$ cat config.mk
export PLATFORM = sky130hd
export DESIGN_NAME = clk_div_monitor
export DESIGN_NICKNAME = d
export VERILOG_FILES = /design/src/rtl/clk_div_monitor.sv
export SDC_FILE = /design/constraint.sdc
export NUM_CORES = 1
export LEC_CHECK = 0
export CORE_AREA = 2 2 106 108
export CTS_BUF_LIST = sky130_fd_sc_hd__clkbuf_8
export DETAILED_ROUTE_END_ITERATION = 16
export DIE_AREA = 0 0 108 110
export GPL_TIMING_DRIVEN = 0
export PLACE_DENSITY = 0.62
export SYNTH_ARGS = -nofsm -noshare
export SYNTH_HDL_FRONTEND = slang
export SYNTH_SLANG_ARGS = --single-unit
$ cat constraint.sdc
create_clock -name clk -period 3.35 [get_ports clk]
set_clock_uncertainty 0.05 [all_clocks]
set_input_delay 0.67 -clock clk [delete_from_list [all_inputs] [get_ports clk]]
set_output_delay 0.67 -clock clk [all_outputs]
set_load 0.05 [all_outputs]
$ cat src/rtl/clk_div_monitor.sv
// Receive-side checker for divided clocks: measures period and high time of sig_in
// in clk cycles, compares against expected values and reports lock, error and stuck.
module clk_div_monitor #(
  parameter int CNT_W      = 16,
  parameter int EXP_PERIOD = 3,
  parameter int EXP_HIGH   = 1,
  parameter int TOL        = 0,
  parameter int LOCK_CNT   = 4,
  parameter int TIMEOUT    = 1024
) (
  input  logic             clk,
  input  logic             rst_n,
  input  logic             en,
  input  logic             sig_in,
  output logic [CNT_W-1:0] period_o,
  output logic [CNT_W-1:0] high_o,
  output logic             meas_vld,
  output logic             locked,
  output logic             err,
  output logic             stuck,
  output logic             stuck_lvl
);

  localparam int MC_W = $clog2(LOCK_CNT + 1);
  localparam logic [CNT_W-1:0] CNT_MAX = {CNT_W{1'b1}};
  localparam logic [CNT_W-1:0] CNT_ONE = CNT_W'(1);
  localparam logic [CNT_W-1:0] TO_TERM = CNT_W'(TIMEOUT - 1);
  localparam logic [CNT_W-1:0] EXP_P   = CNT_W'(EXP_PERIOD);
  localparam logic [CNT_W-1:0] EXP_H   = CNT_W'(EXP_HIGH);
  localparam logic [CNT_W-1:0] TOL_V   = CNT_W'(TOL);
  localparam logic [MC_W-1:0]  LOCK_V  = MC_W'(LOCK_CNT);

  typedef enum logic [1:0] {IDLE = 2'd0, ARM = 2'd1, RUN = 2'd2} state_e;

  logic             sync1_q, sync_q, hist_q;
  state_e           state_q, state_d;
  logic [CNT_W-1:0] run_cnt_q, run_cnt_d;
  logic [CNT_W-1:0] quiet_cnt_q, quiet_cnt_d;
  logic [CNT_W-1:0] hi_snap_q, hi_snap_d;
  logic             fall_seen_q, fall_seen_d;
  logic [MC_W-1:0]  match_cnt_q, match_cnt_d;
  logic [CNT_W-1:0] period_q, period_d;
  logic [CNT_W-1:0] high_q, high_d;
  logic             meas_vld_q, meas_vld_d;
  logic             locked_q, locked_d;
  logic             err_q, err_d;
  logic             stuck_q, stuck_d;
  logic             stuck_lvl_q, stuck_lvl_d;

  logic             rise, fall, edge_det, timeout_hit, match;
  logic [CNT_W-1:0] run_inc, quiet_inc;
  logic [MC_W-1:0]  match_inc;

  // Synchronizer and history flop run regardless of en.
  always_ff @(posedge clk or negedge rst_n) begin
    if (!rst_n) begin
      sync1_q <= 1'b0;
      sync_q  <= 1'b0;
      hist_q  <= 1'b0;
    end else begin
      sync1_q <= sig_in;
      sync_q  <= sync1_q;
      hist_q  <= sync_q;
    end
  end

  function automatic logic in_tol(input logic [CNT_W-1:0] val, input logic [CNT_W-1:0] exp_v);
    logic [CNT_W-1:0] diff;
    diff = (val >= exp_v) ? val - exp_v : exp_v - val;
    return diff <= TOL_V;
  endfunction

  assign rise      = sync_q & ~hist_q;
  assign fall      = ~sync_q & hist_q;
  assign edge_det  = rise | fall;
  assign run_inc   = (run_cnt_q == CNT_MAX) ? run_cnt_q : run_cnt_q + CNT_ONE;
  assign quiet_inc = (quiet_cnt_q == CNT_MAX) ? quiet_cnt_q : quiet_cnt_q + CNT_ONE;
  assign match_inc = (match_cnt_q == LOCK_V) ? match_cnt_q : match_cnt_q + MC_W'(1);
  // Fires on the edge where the quiet counter would reach TIMEOUT; any edge wins.
  assign timeout_hit = !edge_det && (quiet_cnt_q == TO_TERM);
  // A period without a fall can never match, regardless of the stale snapshot.
  assign match = fall_seen_q && in_tol(run_cnt_q, EXP_P) && in_tol(hi_snap_q, EXP_H);

  always_comb begin
    state_d     = state_q;
    run_cnt_d   = rise ? CNT_ONE : run_inc;
    quiet_cnt_d = edge_det ? CNT_ONE : quiet_inc;
    hi_snap_d   = fall ? run_cnt_q : hi_snap_q;
    fall_seen_d = rise ? 1'b0 : (fall ? 1'b1 : fall_seen_q);
    match_cnt_d = match_cnt_q;
    period_d    = period_q;
    high_d      = high_q;
    meas_vld_d  = 1'b0;
    locked_d    = locked_q;
    err_d       = 1'b0;
    stuck_d     = edge_det ? 1'b0 : stuck_q;
    stuck_lvl_d = stuck_lvl_q;

    case (state_q)
      IDLE: begin
        if (rise) state_d = ARM;
      end
      ARM, RUN: begin
        // The rise closing the ARM period is the first full period, so it is reported.
        if (rise) begin
          state_d    = RUN;
          period_d   = run_cnt_q;
          high_d     = fall_seen_q ? hi_snap_q : '0;
          meas_vld_d = 1'b1;
          if (match) begin
            match_cnt_d = match_inc;
            locked_d    = (match_inc == LOCK_V);
          end else begin
            err_d       = 1'b1;
            match_cnt_d = '0;
            locked_d    = 1'b0;
          end
        end
      end
      default: state_d = IDLE;
    endcase

    if (timeout_hit) begin
      stuck_d     = 1'b1;
      stuck_lvl_d = sync_q;
      locked_d    = 1'b0;
      match_cnt_d = '0;
      state_d     = IDLE;
    end

    if (!en) begin
      state_d     = IDLE;
      run_cnt_d   = '0;
      quiet_cnt_d = '0;
      match_cnt_d = '0;
      fall_seen_d = 1'b0;
      locked_d    = 1'b0;
      stuck_d     = 1'b0;
      stuck_lvl_d = stuck_lvl_q;
      meas_vld_d  = 1'b0;
      err_d       = 1'b0;
      period_d    = period_q;
      high_d      = high_q;
    end
  end

  always_ff @(posedge clk or negedge rst_n) begin
    if (!rst_n) begin
      state_q     <= IDLE;
      run_cnt_q   <= '0;
      quiet_cnt_q <= '0;
      hi_snap_q   <= '0;
      fall_seen_q <= 1'b0;
      match_cnt_q <= '0;
      period_q    <= '0;
      high_q      <= '0;
      meas_vld_q  <= 1'b0;
      locked_q    <= 1'b0;
      err_q       <= 1'b0;
      stuck_q     <= 1'b0;
      stuck_lvl_q <= 1'b0;
    end else begin
      state_q     <= state_d;
      run_cnt_q   <= run_cnt_d;
      quiet_cnt_q <= quiet_cnt_d;
      hi_snap_q   <= hi_snap_d;
      fall_seen_q <= fall_seen_d;
      match_cnt_q <= match_cnt_d;
      period_q    <= period_d;
      high_q      <= high_d;
      meas_vld_q  <= meas_vld_d;
      locked_q    <= locked_d;
      err_q       <= err_d;
      stuck_q     <= stuck_d;
      stuck_lvl_q <= stuck_lvl_d;
    end
  end

  assign period_o  = period_q;
  assign high_o    = high_q;
  assign meas_vld  = meas_vld_q;
  assign locked    = locked_q;
  assign err       = err_q;
  assign stuck     = stuck_q;
  assign stuck_lvl = stuck_lvl_q;

endmodule

==> flow_summary.ini <==
[placement]
place.gp.congestion = 0.874
dp_worst_setup_slack_ns = 0.150
place_hpwl_um = 7800
placement.io_buffers = 39

[logic_synthesis]
synth_area_mm2 = 0.00473
seq_area_frac_synth_pct = 49.7
synth.distinct_cells = 58
synthesis.nets = 498
synth_edf_count = 0
ys.flop_type = dfrtp_1
ys_ff_latch = 94
netlist_instances = 482
async_flop_share_pct = 100
postSynthAreaPerCell_um2 = 9.82
ys_warn_count = 0

[global_route]
grt_first_pass_wirelength_um = 18000
met3_usage_pct = 2.65
grt_use_total_pct = 19.5
first_global_vias = 3659
grt_overflow = 0
top_usage_layer = met2
grt.met1_usage_pct = 26.6
grt_max_degree = 69
antenna_found_initial = 0
grt_use_met2_pct = 31.3

[timing]
timing.final.crit_share_pct = 94.1
finalSetupTns_ns = 0
finalHoldViolations = 0
slew_viol_final = 0
worstMarginPinSlew_ns = 0.865
max_freq_ghz = 0.317
slew_headroom_pct = 41.9
timing.final.ws_setup_ns = 0.197
fin_crit_ns = 3.15
setup_violations = 0

[finish]
drive_above_1_share_pct = 10.2
antenna_cells = 0
syn_to_final_growth_pct = 16.9
fillCellCount = 1026
final_cell_mix = 94 x dfrtp_1, 70 x nand2_1, 38 x clkdlybuf4s50_1
nNetsFinal = 549
final_common_cell = dfrtp_1

[status]
status = complete, no violations

[clock_network]
cts_root_buf = clkbuf_8
postCtsHoldBufs = 0
cts.sinks = 94
clk_pin_slew_worst_paths_ns = 0.09
cts_tree = built
clkLatencyLatePin_ns = 0.36
postCtsSetupBuffers = 0
htree_levels = 3
clockBufferDepth = 2
cts_inserted_buffers = 9

[setup_path]
cp_top_family = simple AND/OR/NAND/NOR gates
worstPathCellList = clkbuf_1 > inv_1 > ha_1 > a21boi_2 > nand4_1 > mux2i_1 > o2111ai_1 > nor4_4 > nand4_2 > o211ai_2
cp.arrival_ns = 3.40
start_kind = register
cp_max_fo = 10
crit_type = register to register
worst-endpoint-required_ns = 3.59
cp-end-kind = register
critPathSlowestCell = nor4_4
worst_path_largest_cell_delay_ns = 0.47
crit_buf_inv = 2

[die]
core_mm2 = 0.0107
start_util_pct = 44.2
die_y_um = 110
ios = 41
fp.dieArea_mm2 = 0.0119
fp-row-count = 38
die_x_um = 108

[power_and_ir_drop]
peakVddDrop_mv = 0.232
p_leak_nw = 2.40
cellPowerDensity_mw_per_mm2 = 401

[route]
drc_errors = 0
drtIter0Drc = 158
wl_um = 10800
first_pass_iters = 4
dr_total_vias = 3742
wire_per_inst_um = 15.9
via_per_inst = 5.53
antenna_left = 0

[min_path]
min_path_type = input pin to async pin

[run]
cap_violations = 0
power by group:
part	internal (mW)	leakage [nW]	total [mW]	switching, mW
clock	0.401	0.104	0.783	0.382
combinational	0.0879	0.997	0.259	0.171
sequential	1.16	1.30	1.18	0.0195
total	1.64	2.40	2.22	0.573
logic make-up after synthesis:
| family | count (synthesis) | synth area share (%) |
|---|---|---|
| AOI/OAI and AO/OA | 82 | 11.2 |
| adders and majority gates | 12 | 3.17 |
| muxes | 26 | 6.13 |
| and+or+nand+nor | 197 | 21.7 |
| xor gates and xnor gates | 23 | 4.26 |
| buffers and inverters | 48 | 3.83 |
| DFF | 94 | 49.7 |
metal layers:
metal / vias to the layer above / part of all wire (%)
li1: 1818 / -
met1: 1834 / 47
met2: 75 / 48
met3: 15 / 3.3
met4: 0 / 1.7
met5: - / 0
flip-flops by register name, indices dropped and copies added (netlist names):
name,count
stuck,1
sync_q,1
hi_snap_q,16
match_cnt_q,3
locked,1
run_cnt_q,16
stuck_lvl,1
meas_vld,1
quiet_cnt_q,16
period_o,16
fall_seen_q,1
state_q,2
hist_q,1
high_o,16
err,1
sync1_q,1
cell type report:
class	instances	area, µm²	share of cell area (%)
Buffer	26	98.8	1.79
Clock buffer	12	165	2.98
Multi-Input combinational cell	340	2200	39.8
Inverter	22	82.6	1.49
Timing Repair Buffer	40	415	7.51
Tap cell	140	175	3.17
Clock inverter	3	42.5	0.769
Sequential cell	94	2350	42.5
final timing paths:
check / slack (ns) / start / endpoint / cells past startpoint
setup / recovery: 0.20 / run_cnt_q[2] / match_cnt_q[0] / 10
hold / removal: 0.17 / rst_n / meas_vld / 1
setup reg to reg: 0.20 / run_cnt_q[2] / match_cnt_q[0] / 10
hold reg to reg: 0.30 / sync1_q / sync_q / 0
max in group asynchronous: 2.43 / rst_n / stuck_lvl / 2
min in group clk: 0.30 / sync1_q / sync_q / 0
what timing repair did:
item	in CTS	in global routing
setup endpoints to repair	0	4
hold endpoints to repair	0	0
gates resized for setup	0	1
stage by stage:
stage	hold slack, ns	utilization [%]	power (mW)	cells	cell area [µm²]
2_1_floorplan	0.281	-	1.36	482	4730
3_3_place_gp	0.283	49.5	1.45	661	5300
3_5_place_dp	0.285	49.8	1.46	662	5320
4_1_cts	0.173	51.7	2.24	677	5530
5_1_grt	0.200	51.7	2.31	677	5530
6_report	0.174	51.7	2.22	677	5530
cell usage after synthesis (all sizes together), types with 4 or more instances:
| cell | n | share of area (%) |
|---|---|---|
| dfrtp | 94 | 50 |
| nand2 | 70 | 5.6 |
| nor2 | 35 | 2.8 |
| o21ai | 35 | 3.7 |
| mux2 | 24 | 5.7 |
| clkbuf | 23 | 1.8 |
| nand3 | 23 | 2.4 |
| inv | 22 | 1.7 |
| xor2 | 14 | 2.6 |
| a21oi | 12 | 1.3 |
| ha | 12 | 3.2 |
| nand4 | 12 | 1.7 |
| and4 | 10 | 1.9 |
| nor4 | 10 | 1.9 |
| a211oi | 9 | 1.5 |
| xnor2 | 9 | 1.7 |
| nor3 | 8 | 0.85 |
| or3 | 6 | 0.79 |
| or4 | 5 | 0.87 |
| a31oi | 4 | 0.53 |
Note: power is estimated with default switching activity, not from simulation.
